--- src/rtl/rom_stream_reader.sv ---
// rom_stream_reader: read-side master for a single-port synchronous ROM.
// A start command fetches len consecutive words from base and presents them
// on a valid/ready stream. A 2-entry buffer absorbs the one-cycle ROM read
// latency and downstream backpressure.
module rom_stream_reader #(
  parameter int DW = 8,
  parameter int MD = 1024,
  parameter int AW = $clog2(MD),
  parameter int LW = AW + 1
) (
  input  logic          clk,
  input  logic          rst,
  input  logic          clk_en,
  input  logic          start,
  input  logic [AW-1:0] base,
  input  logic [LW-1:0] len,
  output logic          busy,
  output logic          done,
  output logic          rom_rd,
  output logic [AW-1:0] rom_adr,
  input  logic [DW-1:0] rom_dat_r,
  output logic          out_vld,
  input  logic          out_rdy,
  output logic [DW-1:0] out_dat
);

  typedef enum logic [1:0] {
    S_IDLE = 2'd0,
    S_RUN  = 2'd1,
    S_DONE = 2'd2
  } state_t;

  state_t        r_state;
  state_t        w_next_state;
  logic [AW-1:0] r_adr;
  logic [LW-1:0] r_rem_iss;
  logic [LW-1:0] r_rem_acc;
  logic          r_infl;
  logic [1:0]    r_occ;
  logic [DW-1:0] r_buf0;
  logic [DW-1:0] r_buf1;

  logic          w_pop;
  logic          w_issue;
  logic [2:0]    w_level;
  logic [2:0]    w_limit;

  // Head of the buffer is the stream output; the address counter drives the ROM.
  assign out_vld = (r_occ != 2'd0);
  assign out_dat = r_buf0;
  assign rom_adr = r_adr;
  assign w_pop   = out_vld & out_rdy;

  // Buffer level including the word still in flight from the ROM; a new read
  // may only be issued if that word plus the new one will fit after the pop.
  assign w_level = {1'b0, r_occ} + {2'b00, r_infl};
  assign w_limit = 3'd2 + {2'b00, w_pop};
  assign w_issue = (r_state == S_RUN) && (r_rem_iss != {LW{1'b0}}) && (w_level < w_limit);

  // State register.
  always_ff @(posedge clk or posedge rst) begin
    if (rst) begin
      r_state <= S_IDLE;
    end else if (clk_en) begin
      r_state <= w_next_state;
    end
  end

  // Next-state logic: RUN ends in the cycle the last word is accepted downstream.
  always_comb begin
    w_next_state = r_state;
    case (r_state)
      S_IDLE: begin
        if (start) begin
          w_next_state = (len == {LW{1'b0}}) ? S_DONE : S_RUN;
        end else begin
          w_next_state = S_IDLE;
        end
      end
      S_RUN: begin
        if (w_pop && (r_rem_acc == LW'(1))) begin
          w_next_state = S_DONE;
        end else begin
          w_next_state = S_RUN;
        end
      end
      S_DONE:  w_next_state = S_IDLE;
      default: w_next_state = S_IDLE;
    endcase
  end

  // Output decode from state; rom_rd follows the issue condition.
  always_comb begin
    busy   = 1'b0;
    done   = 1'b0;
    rom_rd = 1'b0;
    case (r_state)
      S_IDLE: begin
        busy = 1'b0;
      end
      S_RUN: begin
        busy   = 1'b1;
        rom_rd = w_issue;
      end
      S_DONE: begin
        busy = 1'b1;
        done = 1'b1;
      end
      default: begin
        busy = 1'b0;
      end
    endcase
  end

  // Command counters and address counter; the address wraps at MD-1 by compare.
  always_ff @(posedge clk or posedge rst) begin
    if (rst) begin
      r_adr     <= {AW{1'b0}};
      r_rem_iss <= {LW{1'b0}};
      r_rem_acc <= {LW{1'b0}};
      r_infl    <= 1'b0;
    end else if (clk_en) begin
      if ((r_state == S_IDLE) && start) begin
        r_adr     <= base;
        r_rem_iss <= len;
        r_rem_acc <= len;
      end else begin
        if (w_issue) begin
          r_adr     <= (r_adr == AW'(MD - 1)) ? {AW{1'b0}} : r_adr + AW'(1);
          r_rem_iss <= r_rem_iss - LW'(1);
        end
        if (w_pop) begin
          r_rem_acc <= r_rem_acc - LW'(1);
        end
      end
      r_infl <= w_issue;
    end
  end

  // Two-entry output buffer: capture the ROM word when a read is in flight,
  // shift the second entry to the head on a pop.
  always_ff @(posedge clk or posedge rst) begin
    if (rst) begin
      r_occ  <= 2'd0;
      r_buf0 <= {DW{1'b0}};
      r_buf1 <= {DW{1'b0}};
    end else if (clk_en) begin
      case ({r_infl, w_pop})
        2'b10: begin
          if (r_occ == 2'd0) begin
            r_buf0 <= rom_dat_r;
          end else begin
            r_buf1 <= rom_dat_r;
          end
          r_occ <= r_occ + 2'd1;
        end
        2'b01: begin
          r_buf0 <= r_buf1;
          r_occ  <= r_occ - 2'd1;
        end
        2'b11: begin
          if (r_occ == 2'd1) begin
            r_buf0 <= rom_dat_r;
          end else begin
            r_buf0 <= r_buf1;
            r_buf1 <= rom_dat_r;
          end
        end
        default: begin
          r_occ <= r_occ;
        end
      endcase
    end
  end

endmodule

--- config.mk ---
export PLATFORM = sky130hd
export DESIGN_NAME = rom_stream_reader
export DESIGN_NICKNAME = d
export VERILOG_FILES = /design/src/rtl/rom_stream_reader.sv
export SDC_FILE = /design/constraint.sdc
export NUM_CORES = 1
export LEC_CHECK = 0
export ABC_AREA = 1
export BUFFER_PORTS_ARGS = -buffer_cell sky130_fd_sc_hd__buf_4
export CAP_MARGIN = 15
export CORE_MARGIN = 10
export CORE_UTILIZATION = 51
export DETAILED_ROUTE_END_ITERATION = 10
export PLACE_DENSITY_LB_ADDON = 0.2
export SYNTH_ARGS = -nofsm -noshare
export SYNTH_HDL_FRONTEND = slang
export SYNTH_SLANG_ARGS = --single-unit
--- constraint.sdc ---
create_clock -name clk -period 1.8 [get_ports clk]
set_input_delay 0.36 -clock clk [delete_from_list [all_inputs] [get_ports clk]]
set_output_delay 0.36 -clock clk [all_outputs]
set_load 0.01 [all_outputs]
# Yosys cells after proc, flatten, opt, wreduce, memory -nomap -nowiden
# Cells that the tools add are included.
dict set report word_totals {
  regBits 53
  inputBits 34
  output_inout_bits 22
  wordCells 69
}
dict set report classes {
  n_addsub 7
  n_lt_le_gt_ge 1
  n_eq_ne 11
  mux 21
  bitwise_logic 1
  reduce_logical 20
}
# operator n
set op_table {}
lappend op_table {{$mux 11} 4}
lappend op_table {{$mux 8} 4}
lappend op_table {{$mux 10} 3}
lappend op_table {{$pmux 8 s3} 1}
lappend op_table {{$sub 11x1->11 const B} 2}
lappend op_table {{$pmux 8 s2} 1}
lappend op_table {{$eq 11x1->1 const B} 1}
lappend op_table {{$logic_not 11->1} 1}
lappend op_table {{$reduce_bool 11->1} 1}
lappend op_table {{$add 10x1->10 const B} 1}
lappend op_table {{$eq 10x10->1 const B} 1}
lappend op_table {{$reduce_bool 2->1} 5}
lappend op_table {{$pmux 2 s2} 2}
lappend op_table {{$eq 2x1->1 const B} 3}
lappend op_table {{$eq 2x2->1 const B} 3}
lappend op_table {{$mux 2} 3}
lappend op_table {{$ne 2x2->1 const B} 3}
lappend op_table {{$reduce_and 2->1} 3}
lappend op_table {{$logic_and 1x1->1} 4}
lappend op_table {{$logic_not 2->1} 2}
lappend op_table {{$reduce_and 4->1} 1}
lappend op_table {{$add 2x1->3} 1}
lappend op_table {{$add 2x1->3 const A} 1}
lappend op_table {{$lt 3x3->1} 1}
lappend op_table {{7 further kinds} 9}

# Depth between registers and ports, before layout
# Gate-level depths: netlist of the first run.
dict set report depth {
  depth_word 7
  ltp_mapped 13
  depth_no_buf 13
}

# Worst setup path after synthesis of the first run
# OpenSTA, ideal clock, no wires.
dict set report synth_path {
  kind {reg2reg}
  start {reg r_occ[0]}
  end {reg r_buf0[0], in the netlist out_dat[0]}
  setup_time_ns 0.125
  arrival_time_ns 1.798
  required_ns 1.675
  slack_ns -0.122
  stages_incl_launch_ff 10
  path_buffers 0
  synth_period_minus_slack_ns 1.922
  path_cell_list {dfrtp_1 inv_1 ha_1 inv_2 nand2_4 inv_2 ha_1 a21oi_1 o22ai_1 mux2_2}
}
dict set report synth_via {
  elab_chain_cells 5
  elab_cells_between_ends 12
  cone_classes {5 x eq/ne; 2 x mux; 1 x bitwise; 4 x reduce/logical}
}
# element line_no
set synth_rtl {}
lappend synth_rtl {{start: declaration} 39} ;# logic [1:0] r_occ;
lappend synth_rtl {{start signal: assignment} 155} ;# r_occ <= r_occ + 2'd1;
lappend synth_rtl {{start signal: assignment} 159} ;# r_occ <= r_occ - 2'd1;
lappend synth_rtl {{start signal: assignment} 170} ;# r_occ <= r_occ;
lappend synth_rtl {{$reduce_bool 2->1 *} 49} ;# assign out_vld = (r_occ != 2'd0);
lappend synth_rtl {{named net out_vld} 22} ;# output logic out_vld,
lappend synth_rtl {{$and 1x1->1 *} 52} ;# assign w_pop = out_vld & out_rdy;
lappend synth_rtl {{$eq 2x2->1 or $eq 2x1->1 (tied branches)} 148} ;# case ({r_infl, w_pop})
lappend synth_rtl {{$ne 2x2->1 (no line) or $reduce_bool 3->1 (tied branches)} -}
lappend synth_rtl {{$reduce_and 3->1 (no line)} -}
lappend synth_rtl {{end signal: assignment} 145} ;# r_buf0 <= {DW{1'b0}};
lappend synth_rtl {{end signal: assignment} 151} ;# r_buf0 <= rom_dat_r;
lappend synth_rtl {{end signal: assignment} 158} ;# r_buf0 <= r_buf1;
lappend synth_rtl {{end: declaration} 40} ;# logic [DW-1:0] r_buf0;
# Mark *: on every way through the listed nets, which the timed path passes. The rest lies on a longest branch.
# A chain may end at the register's enable or synchronous reset.

# Worst setup path after layout of the first run
dict set report layout_path {
  start {reg r_occ[0]}
  end {out rom_rd}
}
dict set report layout_via {
  elab_chain_cells 6
  elab_cells_between_ends 7
  cone_classes {2 x add/sub; 1 x order compare; 1 x mux; 1 x bitwise; 2 x reduce/logical}
}
# element line_no
set layout_rtl {}
lappend layout_rtl {{$reduce_bool 2->1} 49}
lappend layout_rtl {{$and 1x1->1} 52}
lappend layout_rtl {{$add 2x1->3} 57} ;# assign w_limit = 3'd2 + {2'b00, w_pop};
lappend layout_rtl {{$lt 3x3->1 *} 58} ;# assign w_issue = (r_state == S_RUN) && (r_rem_iss != {LW{1'b0}}) && (w_level < w_limit);
lappend layout_rtl {{$logic_and 1x1->1 *} 58}
lappend layout_rtl {{$mux 1 *} 97} ;# case (r_state)
lappend layout_rtl {{end: declaration} 19} ;# output logic rom_rd,
# Mark *: on every way between the ends. The rest lies on a longest branch, timed or not.

==> results of run 1 <==
-- placed cells by master, fill, tap and decap left out, types with 7 or more instances in the layout --
cell type and count:
buf_4 84, nand2_2 15, nor2_1 34, ha_1 7, o21ai_0 30, o21ai_1 10
nand2_1 144, nand3_1 34, inv_1 52, inv_2 7, buf_6 16, dfrtp_1 53
-- cell families after synthesis --
group           Yosys count  synth area share, %
flops                    53                38.71
fa+ha+maj                14                5.113
compound gates           71                11.69
mux                       8                2.630
xor+xnor                  4                1.023
buf+inv                  78                9.678
simple gates            251                31.15
-- per-layer routing --
layer | share of wire, % | up-vias
met4 | 2.6 | 0
met5 | 0 | -
li1 | - | 1733
met2 | 50 | 148
met1 | 40 | 1693
met3 | 7.4 | 35
-- registers in the layout (all words and copies together), names as in the netlist --
signal	count
r_rem_acc	11
r_rem_iss	11
rom_adr	10
out_dat	8
r_buf1	8
r_occ	2
r_state	2
r_infl	1
-- critical path: cells and delay by family, from the launching register on --
family / cells / cell delay (ps)
flip-flops: 1 / 410
buffers and inverters: 1 / 100
AND/OR/NAND/NOR: 2 / 410
AO/OA/AOI/OAI: 1 / 130
adder cells (fa/ha/maj): 2 / 340
-- what timing repair did --
item	4_1_cts	5_1_grt
buffers inserted	17	9
gates cloned	4	1
resized for setup	48	50
setup endpoints to repair	30	52
pin swaps	19	15
-- power by group --
part           switching (uW)  total, uW  internal [uW]
registers                 502       2230           1730
logic                    2370       4540           2160
clock network             421        696            275
-- layout make-up --
| type | instances | area [um^2] |
|---|---|---|
| fill | 478 | 1675 |
| timing repair buffer | 105 | 913.4 |
| multi-input combinational | 351 | 2068 |
| tap | 77 | 96.34 |
| clock buffer | 6 | 72.57 |
| inverter | 64 | 255.2 |
| sequential | 53 | 1326 |
| clock inverter | 2 | 15.01 |
-- final timing paths --
check                                           endpoint  slack (ps)                  start  cells past startpoint
worst max-delay path                              rom_rd        -270   r_occ[0]$_DFFE_PP0P_                      6
worst min-delay path              rom_adr[4]$_DFFE_PP0P_          80                    rst                      3
worst max register to register  r_rem_iss[3]$_DFFE_PP0P_        -230   r_occ[0]$_DFFE_PP0P_                     11
worst min register to register     r_buf1[4]$_DFFE_PP0P_         500  r_buf1[4]$_DFFE_PP0P_                      2
max in group asynchronous       r_rem_iss[4]$_DFFE_PP0P_        1470                    rst                      3
min in group clk                   r_buf1[6]$_DFFE_PP0P_         300           rom_dat_r[6]                      3
-- metrics by stage --
stage / instance area, um^2 / setup TNS, ps / hold slack, ps / std cells
6_report: 4747 / -6422 / 81.04 / 658
4_1_cts: 4551 / -4700 / 99.01 / 650
5_1_grt: 4747 / -9996 / 94.69 / 658
3_3_place_gp: 4071 / 0 / 440.5 / 621
3_5_place_dp: 4071 / -1196 / 441.8 / 621
2_1_floorplan: 3461 / 0 / 453.0 / 479
==> summary.md, run 1 <==
| Metric | Value |
|---|---|
| Final global-route overflow total | `0` |
| Starting density of the core | `a little over half` |
| Worst slack at placement | `-57.26 ps` |
| Most used flip-flop cell after synthesis | `dfrtp_1` |
| Leading post-synthesis cells by instance count | `nand2_1, inv_1, dfrtp_1` |
| Actual slew at the worst max-slew pin | `350.4 ps` |
| Number of buffers inserted for hold repair after clock tree synthesis | `0` |
| Met1 track utilization from global routing | `a little under a quarter` |
| Worst Clk Skew | `between 3 and 4 ps` |
| Ant. Diodes | `0` |
| Die X-Extent | `102.0 um` |
| Routed Antenna Nets | `0` |
| Achievable clock frequency | `between 400 and 500 MHz` |
| Period Utilization, post-route | `115.1%` |
| Synthesized netlist cell count | `about 480` |
| Library cell used as clock root buffer | `clkbuf_8` |
| Final Max Slew Viols | `0` |
| Area of the mapped netlist | `between 3000 and 4000 um^2` |
| Vert. Die Dim | `approximately 100 um` |
| CTS Buffer Depth | `2` |
| Maximum number of pins on one net before global-route repair | `54` |
| Layer carrying the most global-route usage | `met2` |
| Estimated wirelength of the detail-placed design | `between 6000 and 7000 um` |
| Slowest cell on the critical path | `dfrtp_1` |
| Synth area leaders | `dfrtp_1, nand2_1, inv_1` |
| Synthesized Nets | `~530` |
| Layout cells sized above 1 | `a little under a third` |
| Critical-path maximum fanout | `3` |
| Total via count in the routed design | `about 3600` |
| I/O pin count | `56` |
| Area growth from synthesis to final layout | `38.57%` |
| Arrival time of the worst setup path | `about 1700 ps` |
| Core area | `approximately 6400 um^2` |
| Routed wirelength normalized by instance count | `~16 um` |
| Aggregate routed wire length | `~11000 um` |
| Nature of the critical path endpoint | `output port` |
| TritonCTS clock tree | `built` |
| Number of unique standard cell types used by synthesis | `36` |
| Number of cell rows | `29` |
| Setup repair after global routing missed its margin | `true` |
| Maximum Capacitance Violations | `0` |
| Static power due to leakage | `roughly 0.0025 uW` |
| Path category of the worst min-delay check | `input pin to async pin` |
| Final setup margin | `-271.2 ps` |
| Total number of yosys warnings | `0` |
| Total Nets Final | `628` |
| Number of DRC violations after detailed-routing iteration 0 | `222` |
| Final setup violation count | `38` |
| Asr flop ratio synth | `100.0%` |
| Grt met2 use | `a little over a third` |
| Result of the run | `finished, violations left` |
| CP Data Required Time | `about 1400 ps` |
| Worst slew slack as a fraction of its limit | `76.54%` |
| Number of global-route vias before repair | `around 3600` |
| Sequential share of the synthesized area | `38.71%` |
| Post-Syn Area per Cell | `between 7 and 8 um^2` |
| Critical setup path kind | `flop to output port` |
| Global-route wire length before repair | `around 17000 um` |
| Port buffer count | `55` |
| Violated checks | `negative setup slack` |
| Type of origin of the critical path | `flop` |
| Vias per inst | `between 5 and 6` |
| Clock buffers created by TritonCTS | `5` |
| Cell type with the highest aggregate area in the netlist | `dfrtp_1` |
| Top-count cell post-synth | `nand2_1` |
| Number of failing hold endpoints at the final stage | `0` |
| Total power density per cell area | `1573 nW/um^2` |
| IR Drop Worst-Case VDD | `764.4 uV` |
| Number of levels in the clock H-tree | `2` |
| Yosys reg bits | `53` |
| Overall power consumption | `around 7500 uW` |
| Clock latency on the worst-skew pair | `just over 300 ps` |
| Routability congestion estimate from global placement | `slightly above 0.9` |
| Tmin final | `2071 ps` |
| Die Outline Area | `roughly 10000 um^2` |
| Number of antenna violations at the first check in global routing | `0` |
| Final Core Density | `between 70 and 80%` |
| Sink Count | `53` |
| Clock slew at the register clock pins of the worst setup and hold paths | `100 ps` |
| First-pass DRT Iterations | `5` |
| Portion of synthesized cell area occupied by the leading cell type | `between 30% and 40%` |
| Post-synth EDFFs | `0` |
| Worst stage delay on the critical path | `between 400 and 500 ps` |
| DRC viols | `0` |
| Worst-path cell chain | `ha_2 > ha_4 > or2_4 > a21oi_4 > and2_4 > buf_6` |
| Total routing usage reported by global routing | `about a fifth` |
| Met3 Track Usage GR | `just over 4%` |
(Power assumes the default switching activity.)
==> run 2, diff against run 1 <==
CORE_UTILIZATION = 61   (was 51)
RECOVER_POWER = 25   (was not set)
clock period = 2.4 ns   (was 1.8 ns; I/O delays follow)
==> summary.md, run 2 (synthesized netlist as in run 1, its figures left out) <==
| Metric | Value |
|---|---|
| Total power density per cell area | `1132 nW/um^2 (-28%)` |
| Overall power consumption | `4597 uW (-38%)` |
| Global-route wire length before repair | `14030 um (-16%)` |
| CP Data Required Time | `1920 ps (+480 ps)` |
| Library cell used as clock root buffer | `clkbuf_8` |
| Vias per inst | `5.358 (-2.3%)` |
| Worst R2R Start | `r_occ[0]$_DFFE_PP0P_` |
| Aggregate routed wire length | `8306 um (-21%)` |
| Met1 track utilization from global routing | `23.55% (+0.66 points)` |
| Number of antenna violations at the first check in global routing | `0 (unchanged)` |
| Final setup violation count | `0 (-100%)` |
| Category of cells accounting for the largest share of critical-path delay | `buffers and inverters` |
| Arrival time of the worst setup path | `1820 ps (+110 ps)` |
| Endpoint of the worst-slack reg-to-reg timing path | `out_dat[6]$_DFFE_PP0P_` |
| Total routing usage reported by global routing | `19.03% (-0.68 points)` |
| Routed Antenna Nets | `0 (unchanged)` |
| TritonCTS clock tree | `built` |
| Worst stage delay on the critical path | `380 ps (-30 ps)` |
| Cell seen most often among critical-path stages | `inv_2` |
| Die X-Extent | `94.94 um (-6.9%)` |
| Summed area of non-filler cells in the final layout | `4059 um^2 (-14%)` |
| CTS Buffer Depth | `2 (unchanged)` |
| Fin cells | `614 (-6.7%)` |
| Die Outline Area | `9014 um^2 (-13%)` |
| Worst slew slack as a fraction of its limit | `37.94% (-39 points)` |
| Routability congestion estimate from global placement | `0.9367 (+1.7%)` |
| Starting density of the core | `62.60% (+9.3 points)` |
| Leading cell types in the layout, fill and taps excluded | `nand2_1, buf_4, inv_1, dfrtp_1, o21ai_0` |
| Result of the run | `completed` |
| Final sum of negative setup slack | `0 ps (+6422 ps)` |
| Number of DRC violations after detailed-routing iteration 0 | `237 (+6.8%)` |
| Bufs and invs on worst path | `4 (+3)` |
| Number of failing hold endpoints at the final stage | `0 (unchanged)` |
| Area growth from synthesis to final layout | `18.48%` |
| First-pass DRT Iterations | `5 (unchanged)` |
| Layout cells sized above 1 | `18.63% (-13 points)` |
| Tmin final | `2297 ps` |
| Met3 Track Usage GR | `4.441% (+0.32 points)` |
| Slowest cell on the critical path | `dfrtp_1` |
| # placed instances | `602 (-3.1%)` |
| Total via count in the routed design | `3290 (-8.8%)` |
| Port buffer count | `55 (unchanged)` |
| Placed inst area | `3925 um^2 (-3.6%)` |
| Vert. Die Dim | `94.94 um (-6.9%)` |
| Type of origin of the critical path | `flop` |
| Reg2Reg Depth | `10 (-1)` |
| Number of cell rows | `27 (-6.9%)` |
| Final Core Density | `74.17% (+0.25 points)` |
| Routed wirelength normalized by instance count | `13.53 um (-15%)` |
| Final Max Slew Viols | `0 (unchanged)` |
| Achievable clock frequency | `between 400 and 500 MHz` |
| Clock buffers created by TritonCTS | `5 (unchanged)` |
| Worst Clk Skew | `6.078 ps (+3.007 ps)` |
| Worst-path cell chain | `inv_1 > ha_1 > inv_2 > nand2_4 > inv_2 > nand2_2 > a21oi_4 > and2_1 > buf_4` |
| Actual slew at the worst max-slew pin | `929.8 ps (+579.5 ps)` |
| Ant. Diodes | `0 (unchanged)` |
| Nature of the critical path endpoint | `output port` |
| Grt met2 use | `32.27% (-2.7 points)` |
| Period Utilization, post-route | `between 90 and 100%` |
| Reg2Reg Setup Slack | `340 ps (+570 ps)` |
| Total Nets Final | `589 (-6.2%)` |
| Clock latency on the worst-skew pair | `310 ps (about the same)` |
| Maximum Capacitance Violations | `0 (unchanged)` |
| Estimated wirelength of the detail-placed design | `6288 um (-3.9%)` |
| Static power due to leakage | `0.002185 uW (-11%)` |
| I/O pin count | `56 (unchanged)` |
| Core area | `5473 um^2 (-15%)` |
| Leading cell type in the layout, fill and taps excluded | `nand2_1` |
| Number of global-route vias before repair | `3081 (-15%)` |
| Sink Count | `53 (unchanged)` |
| Critical-path maximum fanout | `4 (+1)` |
| Critical setup path kind | `flop to output port` |
| Final global-route overflow total | `0 (unchanged)` |
| Clock slew at the register clock pins of the worst setup and hold paths | `100 ps (about the same)` |
| IR Drop Worst-Case VDD | `599.3 uV (-22%)` |
| DRC viols | `0 (unchanged)` |
| Maximum number of pins on one net before global-route repair | `30 (-44%)` |
| Number of levels in the clock H-tree | `2 (unchanged)` |
| Setup repair after global routing missed its margin | `false` |
| Path category of the worst min-delay check | `input pin to async pin` |
| Layer carrying the most global-route usage | `met2` |
[run 2: cell count changes in the layout (fill, tap and decap cells not counted), sizes merged]
cell / previous run / this run
clkinvlp: 2 / 0
nand2: 166 / 163
clkinv: 0 / 1
buf: 105 / 67
clkbuf: 6 / 9
[run 2: layout make-up]
type	count	area, um^2
repair buffers	69	515.5
clock inverters	1	5.005
inverters	64	240.2
well taps	72	90.09
clock buffers	7	96.34
flip-flops and latches	53	1326
multi-input cells	348	1785
fillers	429	1414
[run 2: where the power goes]
| group | switching (uW) | internal (uW) |
|---|---|---|
| registers | 351 | 1300 |
| clock network | 296 | 261 |
| logic | 1360 | 1030 |
[run 2: layer usage]
metal	vias to the layer above	share of wire [%]
met5	-	0
met4	0	1.4
met3	12	6.8
met2	110	49
met1	1522	42
li1	1646	-
[run 2: stage by stage]
stage | worst slack (ps) | hold WS, ps
after global placement | 451.1 | 468.2
after detailed placement | 183.2 | 480.9
after CTS | 37.92 | 236.6
after floorplan | 477.8 | 453.0
final | 102.7 | 375.1
after global routing | 0.9868 | 456.2
[run 2: worst max-delay path by stage]
stage                                   startpoint                      to  slack, ps  cells after the start
final                         r_occ[0]$_DFFE_PP0P_                  rom_rd        100                      9
after global routing      r_rem_iss[0]$_DFFE_PP0P_                  rom_rd          1                      9
after CTS                       r_infl$_DFFE_PP0P_                  rom_rd         40                      6
after detailed placement      r_occ[0]$_DFFE_PP0P_   r_buf1[6]$_DFFE_PP0P_        180                      8
after global placement        r_occ[0]$_DFFE_PP0P_   r_buf1[2]$_DFFE_PP0P_        450                      8
after floorplan               r_occ[0]$_DFFE_PP0P_  out_dat[0]$_DFFE_PP0P_        480                      9
[run 2: timing repair]
| action | CTS | global route |
|---|---|---|
| setup buffers | 0 | 4 |
| endpoints found under the setup margin | 0 | 9 |
| resized for setup | 0 | 3 |
| hold buffers | 0 | 0 |
| hold endpoints to repair | 0 | 0 |
